===== config.mk =====
export PLATFORM = sky130hd
export DESIGN_NAME = seg7_capture
export DESIGN_NICKNAME = d
export VERILOG_FILES = /design/src/rtl/seg7_capture.sv
export SDC_FILE = /design/constraint.sdc
export NUM_CORES = 1
export LEC_CHECK = 0
export BUFFER_PORTS_ARGS = -buffer_cell sky130_fd_sc_hd__clkbuf_2
export CORE_MARGIN = 4
export CORE_UTILIZATION = 40
export DETAILED_ROUTE_END_ITERATION = 7
export GPL_ROUTABILITY_DRIVEN = 0
export PLACE_DENSITY = 0.64
export SLEW_MARGIN = 20
export SYNTH_ARGS = -nofsm -noshare
export SYNTH_HDL_FRONTEND = slang
export SYNTH_SLANG_ARGS = --single-unit

===== constraint.sdc =====
create_clock -name clk -period 3.09 [get_ports clk]
set_clock_uncertainty 0.05 [all_clocks]
set_input_delay 0.618 -clock clk [delete_from_list [all_inputs] [get_ports clk]]
set_output_delay 0.618 -clock clk [all_outputs]
set_load 0.03 [all_outputs]

===== src/rtl/seg7_capture.sv =====
// seg7_capture: samples an 8-bit 7-segment bus (bit0 = a .. bit6 = g, bit7 = dp).
// A pattern qualifies once it has been stable for STABLE_CYCLES samples.
// Each new pattern is decoded back to a hex digit. Digits go to a consumer
// through a holding register plus a one-entry pending slot (valid/ready).
//
// Parameters:
//   STABLE_CYCLES  consecutive identical samples needed to qualify (2..255)
// Ports:
//   clk          clock, rising edge
//   rst          synchronous active-high reset
//   seg_in       segment bus, already synchronous to clk
//   out_data     decoded hex value (0 when out_invalid)
//   out_dp       captured decimal point
//   out_invalid  pattern not found in the decode table
//   out_valid    holding register holds an undelivered digit
//   out_ready    consumer accepts when out_valid && out_ready
//   out_overrun  sticky; a pending digit was overwritten before delivery
//   err_count    invalid digits delivered, saturating at 255
//                (present only when SEG7_CAPTURE_ERRCNT_EN is defined)
module seg7_capture #(
    parameter int unsigned STABLE_CYCLES = 4
) (
    input  logic       clk,
    input  logic       rst,
    input  logic [7:0] seg_in,
    output logic [3:0] out_data,
    output logic       out_dp,
    output logic       out_invalid,
    output logic       out_valid,
    input  logic       out_ready,
    output logic       out_overrun
`ifdef SEG7_CAPTURE_ERRCNT_EN
    ,
    output logic [7:0] err_count
`endif
);

    localparam int unsigned SEG_W = 8;
    localparam int unsigned CNT_W = 8;
    localparam logic [CNT_W-1:0] CNT_MAX  = CNT_W'(STABLE_CYCLES - 1);
    localparam logic [CNT_W-1:0] CNT_QUAL = CNT_W'(STABLE_CYCLES - 2);

    typedef struct packed {
        logic       dp;
        logic       invalid;
        logic [3:0] data;
    } digit_t;

    typedef enum logic {IDLE, HOLD} state_t;

    // Segment pattern to hex digit; unknown patterns decode to 0 with invalid set.
    function automatic digit_t decode(input logic [SEG_W-1:0] seg);
        digit_t d;
        d.dp      = seg[7];
        d.invalid = 1'b0;
        case (seg[6:0])
            7'h3F:   d.data = 4'h0;
            7'h06:   d.data = 4'h1;
            7'h5B:   d.data = 4'h2;
            7'h4F:   d.data = 4'h3;
            7'h66:   d.data = 4'h4;
            7'h6D:   d.data = 4'h5;
            7'h7D:   d.data = 4'h6;
            7'h07:   d.data = 4'h7;
            7'h7F:   d.data = 4'h8;
            7'h6F:   d.data = 4'h9;
            7'h77:   d.data = 4'hA;
            7'h7C:   d.data = 4'hB;
            7'h39:   d.data = 4'hC;
            7'h5E:   d.data = 4'hD;
            7'h79:   d.data = 4'hE;
            7'h71:   d.data = 4'hF;
            default: begin
                d.data    = 4'h0;
                d.invalid = 1'b1;
            end
        endcase
        return d;
    endfunction

    logic [SEG_W-1:0] seg_q;
    logic [CNT_W-1:0] stable_cnt;
    logic [SEG_W-1:0] last_acc;     // 0x00 doubles as "blank" since no digit has seg[6:0]==0
    logic             cand_valid;
    digit_t           cand;
    state_t           state;
    digit_t           pend;
    logic             pend_valid;

    logic qualify_c;
    logic blank_c;
    logic repeat_c;
    logic handshake_c;

    // Qualification fires only on the edge the counter reaches its saturation value.
    assign qualify_c   = (seg_in == seg_q) && (stable_cnt == CNT_QUAL);
    assign blank_c     = (seg_in[6:0] == 7'h00);
    assign repeat_c    = (seg_in == last_acc);
    assign handshake_c = out_valid && out_ready;

    // Sampler, stability counter and candidate stage (one cycle ahead of the buffer).
    always_ff @(posedge clk) begin
        if (rst) begin
            seg_q      <= '0;
            stable_cnt <= '0;
            last_acc   <= '0;
            cand_valid <= 1'b0;
            cand       <= '0;
        end else begin
            seg_q <= seg_in;
            if (seg_in != seg_q) begin
                stable_cnt <= '0;
            end else if (stable_cnt != CNT_MAX) begin
                stable_cnt <= stable_cnt + CNT_W'(1);
            end

            cand_valid <= 1'b0;
            if (qualify_c) begin
                if (blank_c) begin
                    last_acc <= '0;
                end else if (!repeat_c) begin
                    cand_valid <= 1'b1;
                    cand       <= decode(seg_in);
                    last_acc   <= seg_in;
                end
            end
        end
    end

    // Output buffer: holding register (the outputs) plus one pending slot.
    always_ff @(posedge clk) begin
        if (rst) begin
            state       <= IDLE;
            out_valid   <= 1'b0;
            out_dp      <= 1'b0;
            out_invalid <= 1'b0;
            out_data    <= '0;
            pend        <= '0;
            pend_valid  <= 1'b0;
            out_overrun <= 1'b0;
        end else begin
            case (state)
                IDLE: begin
                    if (cand_valid) begin
                        {out_dp, out_invalid, out_data} <= cand;
                        out_valid <= 1'b1;
                        state     <= HOLD;
                    end
                end
                HOLD: begin
                    if (handshake_c) begin
                        if (pend_valid) begin
                            // Older pending digit goes first; a simultaneous candidate refills the slot.
                            {out_dp, out_invalid, out_data} <= pend;
                            pend_valid <= cand_valid;
                            if (cand_valid) begin
                                pend <= cand;
                            end
                        end else if (cand_valid) begin
                            {out_dp, out_invalid, out_data} <= cand;
                        end else begin
                            out_valid <= 1'b0;
                            state     <= IDLE;
                        end
                    end else if (cand_valid) begin
                        if (pend_valid) begin
                            out_overrun <= 1'b1;
                        end
                        pend       <= cand;
                        pend_valid <= 1'b1;
                    end
                end
                default: begin
                    out_valid <= 1'b0;
                    state     <= IDLE;
                end
            endcase
        end
    end

`ifdef SEG7_CAPTURE_ERRCNT_EN
    // Saturating count of invalid digits actually delivered.
    always_ff @(posedge clk) begin
        if (rst) begin
            err_count <= '0;
        end else if (handshake_c && out_invalid && (err_count != 8'hFF)) begin
            err_count <= err_count + 8'd1;
        end
    end
`endif

endmodule

==> results of run 1 <==
## kinds of logic (layout without fill, tap and decap cells)
family	Yosys count	after routing	synth area share [%]
AO/OA/AOI/OAI	43	43	12.11
XOR/XNOR	23	23	8.707
adder cells (fa/ha/maj)	2	2	1.081
buffers and inverters	28	38	4.543
flip-flops	47	47	40.67
multiplexers	16	16	7.464
AND/OR/NAND/NOR	109	109	25.42
## per-layer routing
| layer | routed length, um | part of all wire (%) | GRT usage, % | up-vias |
|---|---|---|---|---|
| li1 | - | - | - | 947 |
| met1 | 2119 | 48 | 16.35 | 831 |
| met2 | 2062 | 47 | 21.09 | 28 |
| met3 | 151 | 3.4 | 3.258 | 7 |
| met4 | 73 | 1.7 | 4.094 | 0 |
| met5 | 0 | 0 | 0 | - |
## layout by cell type (no fill, tap or decap), types with 4 or more instances in the layout
cell type  count
nand3_1        8
nand2_1       14
dfxtp_1       47
mux2i_1        6
clkbuf_8       5
nand4_1        4
and3_1         4
xor2_1         5
or4_1          4
xnor2_1       18
nor2_1        35
nor3_1         8
clkbuf_2      18
inv_1         10
nor2b_1       15
o22ai_1        7
a31oi_1        8
mux2_2        10
o21ai_0        5
a21oi_1       11
## flip-flops by register name, indices dropped and copies added, names as in the netlist
register	cells
out_dp	1
out_valid	1
state	1
pend	6
cand	6
pend_valid	1
last_acc	8
stable_cnt	8
out_data	4
seg_q	8
out_overrun	1
out_invalid	1
cand_valid	1
## power breakdown
group / leakage [nW] / switching (W) / total (W) / internal [W]
Sequential: 0.381 / 0.00000223 / 0.000613 / 0.000611
Combinational: 0.563 / 0.0000455 / 0.0000741 / 0.0000286
Clock: 0.0502 / 0.000200 / 0.000437 / 0.000236
## final cells by class
| cell class | instances | area (um2) | area share [%] |
|---|---|---|---|
| Timing Repair Buffer | 21 | 112.6 | 4.407 |
| Inverter | 10 | 37.54 | 1.469 |
| Multi-Input combinational cell | 193 | 1267 | 49.61 |
| Tap cell | 72 | 90.09 | 3.526 |
| Sequential cell | 47 | 940.9 | 36.83 |
| Clock inverter | 2 | 37.54 | 1.469 |
| Clock buffer | 5 | 68.82 | 2.693 |
## worst max-delay path, delay by kind of cell
family / cells / cell delay (ns)
AOI/OAI and AO/OA: 1 / 0.25
and+or+nand+nor: 3 / 1.00
muxes: 1 / 0.35
buffers and inverters: 1 / 0.21
## per-stage QoR
stage / power (W) / utilization (%) / cell area (um2)
2_1_floorplan: 0.0006835 / - / 2313
3_3_place_gp: 0.0007013 / 43.93 / 2449
3_5_place_dp: 0.0007017 / 43.93 / 2449
4_1_cts: 0.001135 / 45.84 / 2555
5_1_grt: 0.001174 / 45.84 / 2555
6_report: 0.001124 / 45.84 / 2555
## worst paths after layout
check / to / start / cells after the start
worst max-delay path: cand[4] / seg_in[0] / 6
worst min-delay path: out_overrun / out_overrun / 2
worst max register to register: cand[4] / stable_cnt[2] / 6
worst min register to register: out_overrun / out_overrun / 2
==> results.sh, run 1 <==
export IMPL_outcome="finished clean"
export IMPL_synth_top_cell_area_share_pct=40.67
export IMPL_startpoint_type="input pin"
export IMPL_hold_class="reg2reg"
export IMPL_drtIter0Drc=50
export IMPL_grt_start_max_net_pins=25
export IMPL_clkLatencyLatePin_ns=0.30
export IMPL_r2r_slack_ns=0.94
export IMPL_critPathMaxStageDelay_ns=0.58
export IMPL_cts_sinks=47
export IMPL_cts_clk_slew_worst_paths_ns=0.09
export IMPL_yosysTopAreaCell="dfxtp_1"
export IMPL_synth_cell_types=42
export IMPL_cts_root_buf="clkbuf_8"
export IMPL_setup_slack_ns=0.7963
export IMPL_ys_warn_count=0
export IMPL_dp_hpwl_um=3178
export IMPL_antenna_cells=0
export IMPL_start_util_pct=41.50
export IMPL_fill_cells=563
export IMPL_finalNonFillerCells=350
export IMPL_core_area_mm2=0.005574
export IMPL_fp_dieH_um=84.05
export IMPL_avgSynthCellArea_um2=8.632
export IMPL_drc=0
export IMPL_tightest_slew_ns=0.7772
export IMPL_cts_buffers=5
export IMPL_finalHoldViolCount=0
export IMPL_grtUsageTotal_pct=12.83
export IMPL_holdBufCountCts=0
export IMPL_syn_to_final_growth_pct=10.44
export IMPL_worst_hold_slack_ns=0.4274
export IMPL_drtAntennaViolNets=0
export IMPL_fp_row_count=27
export IMPL_finalCritPeriodShare_pct=74.23
export IMPL_fin_nets=291
export IMPL_slowest_stage="or4_1"
export IMPL_cts_buffer_depth=2
export IMPL_cts_tree="built"
export IMPL_synth_most_common_cell="dfxtp_1"
export IMPL_leakage_nw=0.9935
export IMPL_cts_setup_buffers=0
export IMPL_htreeDepth=2
export IMPL_firstDrtPassIters=4
export IMPL_syn_cell_area_mm2=0.002313
export IMPL_die_w_um=84.05
export IMPL_synth_enable_flop_cells=0
export IMPL_grt_ovfl_total=0
export IMPL_crit_required_ns=3.23
export IMPL_cts_resized_gates=0
export IMPL_wirelength_um=4407
export IMPL_cp_arrival_ns=2.44
export IMPL_ys_seq_area_share_pct=40.67
export IMPL_synth_flop_cell="dfxtp_1"
export IMPL_final_min_clock_period_ns=2.294
export IMPL_drive_gt1_share_pct=16.19
export IMPL_dieArea_mm2=0.007064
export IMPL_fmax_ghz=0.4360
export IMPL_slew_violations=0
export IMPL_grt_antenna_before_repair=0
export IMPL_slew_headroom_pct=47.87
export IMPL_rsz0062_at_grt="false"
export IMPL_critPathMaxFanout=16
export IMPL_synth_commonest_cells="dfxtp_1, nor2_1, xnor2_1, clkbuf_1, nor2b_1"
export IMPL_peakVddDrop_mv=0.2956
export IMPL_grt_pass1_vias=1649
export IMPL_port_buffers=18
export IMPL_dpl_cell_count=343
export IMPL_synth_seq_cells=47
export IMPL_preCtsSetupSlack_ns=0.4689
export IMPL_fin_setup_tns_ns=0
export IMPL_cap_violations=0
export IMPL_criticalPathCategory="in2reg"
export IMPL_synth_area_leaders="dfxtp_1, xnor2_1, nor2_1"
export IMPL_postSynth_asyncResetShare_pct=0
export IMPL_syn_nets=281
export IMPL_crit_path_end_kind="register"
export IMPL_netlist_instances=268
export IMPL_cp_cell_sequence="clkbuf_2 > or4_1 > nor3_1 > o21ba_2 > nand2_1 > mux2_2"
export IMPL_vias_per_cell=5.180
export IMPL_pwr_density_cell_mw_per_mm2=439.8
export IMPL_setup_viol=0
export IMPL_io_pins=19
export IMPL_routedWlPerCell_um=12.59
export IMPL_grt_pass1_wl_um=7514
export IMPL_routed_via_count=1813
(Power assumes the default switching activity.)
==> run 2, diff against run 1 <==
--- a/config.mk
+++ b/config.mk
@@ -10,7 +10,7 @@
 export CORE_UTILIZATION = 40
 export DETAILED_ROUTE_END_ITERATION = 7
 export GPL_ROUTABILITY_DRIVEN = 0
-export PLACE_DENSITY = 0.64
+export PLACE_DENSITY = 0.66
 export SLEW_MARGIN = 20
 export SYNTH_ARGS = -nofsm -noshare
 export SYNTH_HDL_FRONTEND = slang
==> constraint.sdc (replaced) <==
create_clock -name clk -period 2 [get_ports clk]
set_clock_uncertainty 0.05 [all_clocks]
set_input_delay 0.4 -clock clk [delete_from_list [all_inputs] [get_ports clk]]
set_output_delay 0.4 -clock clk [all_outputs]
set_load 0.03 [all_outputs]
==> results.sh, run 2 (synthesized netlist as in run 1, its figures left out) <==
export IMPL_routed_via_count=1989
export IMPL_slew_violations=0
export IMPL_setup_slack_ns=-0.06882
export IMPL_finalHoldViolCount=0
export IMPL_syn_to_final_growth_pct=23.85
export IMPL_r2r_slack_ns=-0.07
export IMPL_seqPwrFrac_pct=56.5
export IMPL_grt_start_max_net_pins=33
export IMPL_grtUsageTotal_pct=14.75
export IMPL_port_buffers=18
export IMPL_grt_pass1_wl_um=8569
export IMPL_wirelength_um=4971
export IMPL_p_sw_share_pct=22.89
export IMPL_antenna_cells=0
export IMPL_slowest_stage="or4_4"
export IMPL_drive_gt1_share_pct=27.39
export IMPL_final_common_cell="dfxtp_1"
export IMPL_outcome="finished, violations left"
export IMPL_grt_antenna_before_repair=0
export IMPL_critPathMaxStageDelay_ns=0.54
export IMPL_criticalPathCategory="reg2reg"
export IMPL_leakage_nw=1.184
export IMPL_cts_tree="built"
export IMPL_slew_headroom_pct=68.50
export IMPL_power_internal_w=0.001292
export IMPL_final_min_clock_period_ns=2.069
export IMPL_tightest_slew_ns=0.4724
export IMPL_firstDrtPassIters=4
export IMPL_crit_path_end_kind="register"
export IMPL_io_pins=19
export IMPL_vias_per_cell=5.153
export IMPL_cts_buffers=5
export IMPL_peakVddDrop_mv=0.3049
export IMPL_regArea_um2=942.2
export IMPL_fill_cells=527
export IMPL_cts_clk_slew_worst_paths_ns=0.08
export IMPL_crit_required_ns=2.13
export IMPL_core_area_mm2=0.005574
export IMPL_start_util_pct=41.50
export IMPL_fmax_ghz=0.4834
export IMPL_p_comb_share_pct=9.5
export IMPL_drc=0
export IMPL_dp_hpwl_um=3742
export IMPL_htreeDepth=2
export IMPL_finalNonFillerCells=386
export IMPL_drtAntennaViolNets=0
export IMPL_holdBufCountCts=0
export IMPL_cts_buffer_depth=2
export IMPL_grt_pass1_vias=1888
export IMPL_fp_row_count=27
export IMPL_cap_violations=0
export IMPL_fin_nets=327
export IMPL_hold_class="in2reg"
export IMPL_worst_hold_slack_ns=0.3860
export IMPL_dieArea_mm2=0.007064
export IMPL_drtIter0Drc=73
export IMPL_critPathMaxFanout=6
export IMPL_pwr_share_clk_pct=33.9
export IMPL_startpoint_type="register"
export IMPL_cp_arrival_ns=2.20
export IMPL_switchingPower_w=0.0003834
export IMPL_grt_ovfl_total=0
export IMPL_clkLatencyLatePin_ns=0.30
export IMPL_cts_root_buf="clkbuf_8"
export IMPL_finalCritPeriodShare_pct=103.4
export IMPL_dpl_cell_count=375
export IMPL_cp_cell_sequence="or4_4 > nor3_4 > nor4b_4 > buf_6 > nand2_4 > mux2_2"
export IMPL_cts_sinks=47
export IMPL_setup_viol=13
export IMPL_layout_common_cells="dfxtp_1, buf_4, nor2_1"
export IMPL_routedWlPerCell_um=12.88
export IMPL_multi_input_area_mm2=0.001309
export IMPL_die_w_um=84.05
export IMPL_fp_dieH_um=84.05
export IMPL_rsz0062_at_grt="true"
export IMPL_reg_top3="last_acc x8, seg_q x8, stable_cnt x8"
export IMPL_violations="negative setup slack"
export IMPL_pwr_density_cell_mw_per_mm2=584.7
[run 2: cell types whose count changed in the layout (fill, tap and decap cells not counted), moves of 2 or more]
| cell | delta |
|---|---|
| nor3_4 | +2 |
| or4_1 | -2 |
| buf_4 | +34 |
| or4_4 | +2 |
[run 2: layout make-up]
type	count	area share, %
inverters	10	1.310
multi-input cells	193	45.68
clock inverters	1	0.1747
repair buffers	57	13.93
clock buffers	6	2.882
well taps	72	3.144
flip-flops and latches	47	32.88
[run 2: final timing paths]
check / cells after the start / endpoint / startpoint
min: 2 / seg_q[4] / seg_in[4]
max: 6 / cand[5] / stable_cnt[3]
min reg2reg: 2 / out_overrun / out_overrun
max reg2reg: 6 / cand[5] / stable_cnt[3]
[run 2: layer usage]
metal	GRT usage, %	share of wire [%]
met1	17.87	44
met2	26.11	52
met3	2.863	3.3
met4	4.532	1.4
met5	0	0
[run 2: repair_timing]
action                                  4_1_cts  5_1_grt
resized for setup                             4        2
buffers inserted                              3        1
endpoints found under the setup margin       10       15
cloned                                        0        0
hold endpoints to repair                      0        0
pin swaps                                     5        3
[run 2: stage by stage]
step	utilization, %	area (um2)	setup WS (ns)	setup TNS, ns	power (W)
after detailed placement	48.78	2719	-0.2892	-3.401	0.001129
after floorplan	-	2340	-0.1225	-1.258	0.001059
after global routing	51.40	2865	-0.1438	-1.747	0.001757
final	51.40	2865	-0.06882	-0.6334	0.001675
after global placement	48.78	2719	-0.2401	-2.750	0.001127
after CTS	51.04	2845	-0.08102	-0.8111	0.001699
[run 2: critical path, delay by kind of cell, from the launching register on]
kind                   cells  cell delay, ns
multiplexers               1            0.27
flip-flops                 1            0.32
AND/OR/NAND/NOR            4            1.13
buffers and inverters      1            0.19
[run 2: power by group through the flow]
stage	clock, W	combinational, W	sequential (W)
2_1_floorplan	0	0.0000908	0.000969
3_3_place_gp	0	0.000158	0.000969
3_5_place_dp	0	0.000160	0.000969
4_1_cts	0.000592	0.000160	0.000947
5_1_grt	0.000634	0.000174	0.000949
6_report	0.000569	0.000160	0.000947
